$ cat config.mk
export PLATFORM = sky130hd
export DESIGN_NAME = alu_arbiter
export DESIGN_NICKNAME = d
export VERILOG_FILES = /design/src/rtl/alu_arbiter.sv
export SDC_FILE = /design/constraint.sdc
export NUM_CORES = 1
export LEC_CHECK = 0
export BUFFER_PORTS_ARGS = -buffer_cell sky130_fd_sc_hd__buf_2
export CORE_AREA = 2 2 114 116
export CTS_CLUSTER_DIAMETER = 100
export CTS_CLUSTER_SIZE = 25
export DETAILED_ROUTE_END_ITERATION = 10
export DIE_AREA = 0 0 116 118
export GPL_ROUTABILITY_DRIVEN = 0
export HOLD_SLACK_MARGIN = 0.05
export MAX_ROUTING_LAYER = met4
export PLACE_DENSITY_LB_ADDON = 0.08
export SKIP_LAST_GASP = 1
export SYNTH_ARGS = -nofsm -noshare
export SYNTH_HDL_FRONTEND = slang
export SYNTH_SLANG_ARGS = --single-unit
$ cat constraint.sdc
create_clock -name clk -period 4.05 [get_ports clk]
set_input_delay 0.81 -clock clk [delete_from_list [all_inputs] [get_ports clk]]
set_output_delay 0.81 -clock clk [all_outputs]
set_load 0.005 [all_outputs]
$ cat src/rtl/alu_arbiter.sv
// Two-requester round-robin front end for a shared combinational ALU.
// One operation in flight: accept in IDLE, drive the ALU in EXEC, hold the response in RESP.
module alu_arbiter #(
  parameter int DataSize  = 32,
  parameter int ALUopSize = 4
) (
  input  logic                 clk,
  input  logic                 rst,
  input  logic                 req0_valid,
  input  logic                 req1_valid,
  input  logic [ALUopSize-1:0] req0_op,
  input  logic [ALUopSize-1:0] req1_op,
  input  logic [DataSize-1:0]  req0_a,
  input  logic [DataSize-1:0]  req0_b,
  input  logic [DataSize-1:0]  req1_a,
  input  logic [DataSize-1:0]  req1_b,
  output logic                 req0_ready,
  output logic                 req1_ready,
  output logic [DataSize-1:0]  alu_src1,
  output logic [DataSize-1:0]  alu_src2,
  output logic [ALUopSize-1:0] alu_type,
  input  logic [DataSize-1:0]  alu_result,
  input  logic                 alu_zero,
  input  logic                 alu_overflow,
  output logic                 rsp_valid,
  input  logic                 rsp_ready,
  output logic                 rsp_id,
  output logic [DataSize-1:0]  rsp_result,
  output logic                 rsp_zero,
  output logic                 rsp_overflow,
  output logic                 busy,
  output logic [15:0]          op_count
);

  // state | meaning
  // IDLE  | waiting for a request, ready may be asserted
  // EXEC  | captured operands drive the ALU for one cycle
  // RESP  | registered result presented until rsp_ready
  typedef enum logic [1:0] {IDLE, EXEC, RESP} state_t;

  state_t                 state;
  state_t                 state_next;
  logic [ALUopSize-1:0]   op_q;
  logic [DataSize-1:0]    a_q;
  logic [DataSize-1:0]    b_q;
  logic                   id_q;
  logic                   last_q;
  logic                   grant0;
  logic                   grant1;
  logic                   accept;
  logic                   complete;

  // last_q holds the index served most recently; reset to 1 so req0 wins first contention.
  always_comb begin
    grant0 = 1'b0;
    grant1 = 1'b0;
    if (rst && state == IDLE) begin
      if (req0_valid && req1_valid) begin
        grant0 = last_q;
        grant1 = !last_q;
      end else begin
        grant0 = req0_valid;
        grant1 = req1_valid;
      end
    end
  end

  assign accept   = grant0 || grant1;
  assign complete = (state == RESP) && rsp_ready;

  always_ff @(posedge clk) begin
    if (!rst) state <= IDLE;
    else      state <= state_next;
  end

  always_comb begin
    state_next = state;
    case (state)
      IDLE:    if (accept) state_next = EXEC;
      EXEC:    state_next = RESP;
      RESP:    if (rsp_ready) state_next = IDLE;
      default: state_next = IDLE;
    endcase
  end

  always_comb begin
    req0_ready = grant0;
    req1_ready = grant1;
    rsp_valid  = (state == RESP);
    busy       = (state != IDLE);
    rsp_id     = id_q;
    alu_type   = ALUopSize'(8);
    alu_src1   = '0;
    alu_src2   = '0;
    if (state == EXEC) begin
      alu_type = op_q;
      alu_src1 = a_q;
      alu_src2 = b_q;
    end
  end

  always_ff @(posedge clk) begin
    if (!rst) begin
      op_q         <= '0;
      a_q          <= '0;
      b_q          <= '0;
      id_q         <= 1'b0;
      last_q       <= 1'b1;
      rsp_result   <= '0;
      rsp_zero     <= 1'b0;
      rsp_overflow <= 1'b0;
      op_count     <= 16'd0;
    end else begin
      if (accept) begin
        op_q <= grant1 ? req1_op : req0_op;
        a_q  <= grant1 ? req1_a  : req0_a;
        b_q  <= grant1 ? req1_b  : req0_b;
        id_q <= grant1;
      end
      if (state == EXEC) begin
        rsp_result   <= alu_result;
        rsp_zero     <= alu_zero;
        rsp_overflow <= alu_overflow;
      end
      if (complete) begin
        last_q <= id_q;
        if (op_count != 16'hFFFF) op_count <= op_count + 16'd1;
      end
    end
  end

endmodule

# ---- Yosys cells after proc, flatten, opt, wreduce, memory -nomap -nowiden
# Index checks and enable logic that the tools add are counted.
# Widths: inputs -> output; s select.
dict set report classes {
  n_addsub 1
  n_eq_ne 5
  muxes 13
  reduce_logical 9
}
# op count
set ops {}
lappend ops {{$mux 32} 4}
lappend ops {{$add 16x1->16 const B} 1}
lappend ops {{$ne 16x16->1 const B} 1}
lappend ops {{$mux 4} 2}
lappend ops {{$pmux 2 s3} 1}
lappend ops {{$mux 1} 4}
lappend ops {{$mux 2} 2}
lappend ops {{$reduce_and 2->1} 2}
lappend ops {{$logic_and 1x1->1} 3}
lappend ops {{$eq 2x1->1 const B} 1}
lappend ops {{$eq 2x2->1 const B} 1}
lappend ops {{$logic_not 2->1} 1}
lappend ops {{$ne 2x1->1 const B} 1}
lappend ops {{$ne 2x2->1 const B} 1}
lappend ops {{$reduce_bool 2->1} 1}
lappend ops {{$logic_not 1->1} 1}
lappend ops {{$logic_or 1x1->1} 1}
dict set report totals {
  register_bits 122
  inputBits 175
}

# ---- Depth between registers and ports, before layout
dict set report logic_depth {
  depth_word 6
  mapped_depth 6
}

# ---- Worst setup path before layout
# OpenSTA, ideal clock, no wires.
dict set report synth_timing {
  kind {input -> output}
  startpoint {in rst}
  endpoint {out req1_ready}
  arrival_ns 1.460
  t_required_ns 3.240
  slack_ns 1.780
  path_stages 5
  path_buffers 2
  path_cell_list {nor3b_2 nand3_1 buf_2 buf_4 inv_1}
}
dict set report synth_between {
  elab_chain_len 2
}
# item line_no
set synth_rtl {}
lappend synth_rtl {{start, declared} 8} ;# input logic rst,
lappend synth_rtl {{$logic_and 1x1->1} 57} ;# if (rst && state == IDLE) begin
lappend synth_rtl {{$mux 1} 57}
lappend synth_rtl {{end, declared} 18} ;# output logic req1_ready,
# Every way passes these cells.

# ---- Worst setup path after layout
dict set report layout_timing {
  startpoint {reg state[0]}
  endpoint {out alu_src1[3]}
}
dict set report layout_between {
  elab_chain_len 2
}
# item line_no
set layout_rtl {}
lappend layout_rtl {{start, declared} 41} ;# state_t state;
lappend layout_rtl {{start signal, assigned} 73} ;# else state <= state_next;
lappend layout_rtl {{$eq 2x1->1} 95} ;# if (state == EXEC) begin
lappend layout_rtl {{$mux 32} 95}
lappend layout_rtl {{end, declared} 19} ;# output logic [DataSize-1:0] alu_src1,
# Every way passes these cells.

==> results by stage <==
Timing:
- Headroom to the max-slew limit came out at 14.2%.
- For the pin with the worst max-slew slack, the measured transition is 1.29 ns.
- The max-slew violation count is 0.
- The final hold violation count came to 0.
- The worst path needs 2.68 ns of the cycle, external delays included.
- The maximum clock frequency is ~0.37 GHz.
- After layout, the worst path uses approximately 66% of the clock period.
- Clock skew on the completed layout was measured at between 0.007 and 0.008 ns.
- The final hold slack is around 0.45 ns.
- For the final routed database, the setup TNS stands at 0 ns.
- Setup repair after global routing left no endpoint under its margin.
- Setup violations remaining at the end of the flow were counted as 0.

Logic synthesis:
- Yosys mapped the design onto 44 distinct sky130hd cell types.
- The count of mapped cells out of synthesis is 646.
- The Yosys step of the flow raised 0 warnings.
- The share of synthesized area occupied by flip-flops and latches is 43.1%.
- The flip-flop and latch count after synthesis is 122.
- The average instance in the mapped netlist occupies 8.77 um2.
- The cell area that synthesis handed to floorplanning was 5670 um2.
- Synthesis produced a netlist with a net count of 822.

Routing:
- In the final routing, the length of wire on met1 measures 6380 um.
- The first TritonRoute pass finished after 5 iterations.
- Wires add up to 15900 um.
- The mean routed wirelength per cell is 14.4 um.
- In the detailed route, the total length drawn on met3 is 1160 um.
- After the first detailed-routing iteration, the DRC count stood at about 280.
- The length of routed met2 wiring is 7980 um.
- Using the TritonRoute via totals, the vias-per-cell ratio works out to 5.00.
- The highest metal layer with signal wires is met4.
- For this block, the via count after detailed routing is 5509.
- In the routed design, unresolved DRC markers number 0.
- The remaining antenna violation count is 0.

Layout:
- The area taken by flip-flops and latches is 2440 um2.
- The antenna diode count is 0.
- The total area of multi-input combinational cells is slightly below 3000 um2.
- The count of filler cells inserted in the layout is between 1000 and 1500.
- The library cell used most frequently in the layout, excluding fill and tap cells, is buf_2.
- The library cells used most frequently in the layout, excluding fill and tap cells, are 297 x buf_2, 122 x dfxtp_1, 81 x nand2_1, 72 x mux2i_1, 70 x nor2_1.
- Compared with the post-synthesis result, the final layout area differs by 37.7%.
- Cells with a size suffix above 1 make up 37.4% of the layout.
- The number of nets in the final layout is between 1000 and 1500.
- The final standard cell count with taps included and fillers excluded is between 1000 and 1500.

CTS:
- Clock tree synthesis inserted a total of 17 buffers.
- The cell at the root of the clock tree is clkbuf_16.
- The later pin in the worst-skew pair is clocked with a latency of 0.41 ns.
- The clock slew seen by the registers of the worst setup and hold paths is 0.05 ns.
- The deepest level of the CTS H-tree is 4.
- The number of buffers on the longest clock path is 2.
- Counting every sink on the clock net gives around 120.
- The number of instances resized during post-cts repair is 0.
- The number of buffers added to fix hold violations after cts is 0.
- The CTS tree is yes.
- After clock tree synthesis, the setup repair step added 0 buffers.

Worst setup path:
- The worst path required time is 3.24 ns.
- The timing startpoint of the critical path is state[0]$_SDFFE_PN0P_.
- Of all nets on the critical path, the largest fanout is 37.
- The kind of critical path is reg2out.
- The worst setup path is captured at a primary output.
- In this run the critical register-to-register path is launched from state[1]$_SDFFE_PN0P_.
- The critical path arrival is 1.87 ns.
- The startpoint kind of the worst setup timing path is a flip-flop.

Floorplan:
- In this run the count of I/O pins placed on the die edge is 298.
- The floorplan step defined a die boundary enclosing 13700 um2.
- The initial standard-cell utilization of the core is between 40% and 50%.
- The count of standard-cell rows is 41.
- The die is roughly 120 um tall.
- The region available for standard cell placement spans between 10000 and 15000 um2.
- The chip width is 116 um.

Power:
- The power density over the cells is 434 nW/um2.
- The leakage power total is between 0.004 and 0.005 uW.
- The worst-case IR drop observed on VDD is 279 uV.

Placed design:
- Input and output buffers added on the ports amount to 297.
- The placed wire-length estimate is 11500 um.
- The placed cell count is 1069.

Hold path:
- The tightest min-delay check is of the reg2reg type.
- The startpoint identified for the worst hold timing path is rsp_result[16]$_SDFFE_PN0N_.

Global routing:
- The initial antenna violation count came to 0.
- The via count of the first global-routing pass was 5198.
- The total overflow reported by the global router is 0.
- Global routing used 23.5% of the available tracks across all layers.
- The wire length of the first global-routing pass is 24900 um.
- The pin count of the biggest net entering global routing is 78.

Run status:
- The flow ran to the end, and the final reports show no timing, DRC or antenna violations.

Run:
- Across the run, the number of max-cap violations was 0.
[layer usage]
| layer | vias to the layer above | GRT usage (%) |
|---|---|---|
| li1 | 2807 | - |
| met1 | 2459 | 26.2 |
| met2 | 212 | 40.1 |
| met3 | 31 | 6.28 |
| met4 | 0 | 8.41 |
| met5 | - | - |
[synth_stat cells]
cell type	count	area share (%)
nor3b_1	1	0.13
o31ai_1	5	0.66
dfxtp_1	122	43
and3b_1	1	0.15
o211ai_1	2	0.26
buf_2	9	0.79
and3_1	4	0.44
o211a_1	1	0.18
buf_4	9	1.2
or3_1	3	0.33
ha_1	1	0.22
mux2i_1	72	13
nand4_2	1	0.22
buf_1	5	0.33
a21oi_1	43	3.8
inv_1	2	0.13
nand2_1	81	5.4
nor3_1	2	0.18
buf_6	7	1.4
a31o_2	1	0.15
o21a_2	1	0.15
o2111ai_1	1	0.15
a21o_1	1	0.13
nor4_1	1	0.11
and2_1	67	7.4
or2_2	3	0.33
nor3b_2	1	0.22
nand3_1	7	0.62
or4_1	4	0.53
o311ai_0	1	0.15
nand4bb_1	1	0.20
nand3_2	1	0.18
o21ai_0	3	0.26
nand2b_1	9	0.99
clkbuf_1	23	1.5
and4_1	1	0.15
nand4_1	5	0.55
and4b_1	1	0.18
nor2b_1	2	0.22
nor2_1	70	4.6
nand3b_1	1	0.13
a211oi_1	68	9.0
nor4_2	1	0.22
o41ai_1	1	0.15
[cell families after synthesis]
logic type / synth area share, %
adders and majority gates: 0.221
muxes: 12.7
AOI/OAI and AO/OA: 15.1
buffers and inverters: 5.37
and+or+nand+nor: 23.5
DFF: 43.1
[state kept, by name, summed over array words and instances (netlist names)]
signal,flops
rsp_zero,1
rsp_overflow,1
state,2
a_q,32
op_q,4
op_count,16
rsp_result,32
b_q,32
last_q,1
rsp_id,1
[per-stage QoR]
step	instance area (um2)	utilization, %	total power, uW	setup WS (ns)
finish	7800	62.9	3380	1.37
global route	7800	62.9	3530	1.25
CTS	7800	62.9	3410	1.34
detailed placement	7180	57.8	1830	1.06
global placement	7180	57.8	1810	1.21
floorplan	5670	-	1640	1.78
[final timing paths]
check | endpoint | slack [ns] | cells after the start
worst min register to register | rsp_result[16]$_SDFFE_PN0N_ | 0.45 | 2
worst max register to register | a_q[31]$_SDFFE_PN0P_ | 1.66 | 5
worst max-delay path | alu_src1[3] | 1.37 | 4
worst min-delay path | rsp_result[16]$_SDFFE_PN0N_ | 0.45 | 2
[final cells by class]
class                           instances  share of cell area (%)
Clock buffer                           20                    5.85
Clock inverter                         12                    2.20
Inverter                                2                   0.112
Multi-Input combinational cell        469                    37.7
Sequential cell                       122                    31.3
Tap cell                              172                    2.76
Timing Repair Buffer                  304                    20.0
[worst max-delay path, stage by stage (launching register included)]
cell     delay, ns
dfxtp_1       0.47
nor2b_4       0.31
buf_4         0.35
and2_1        0.20
buf_2         0.12
[power by group]
part	internal, uW	total (uW)	leakage [uW]	switching (uW)
combinational	218	459	0.00273	242
clock	1060	1590	0.000302	529
sequential	1290	1340	0.00100	44.9
total	2570	3380	0.00403	816
Note: power is estimated with default switching activity, not from simulation.
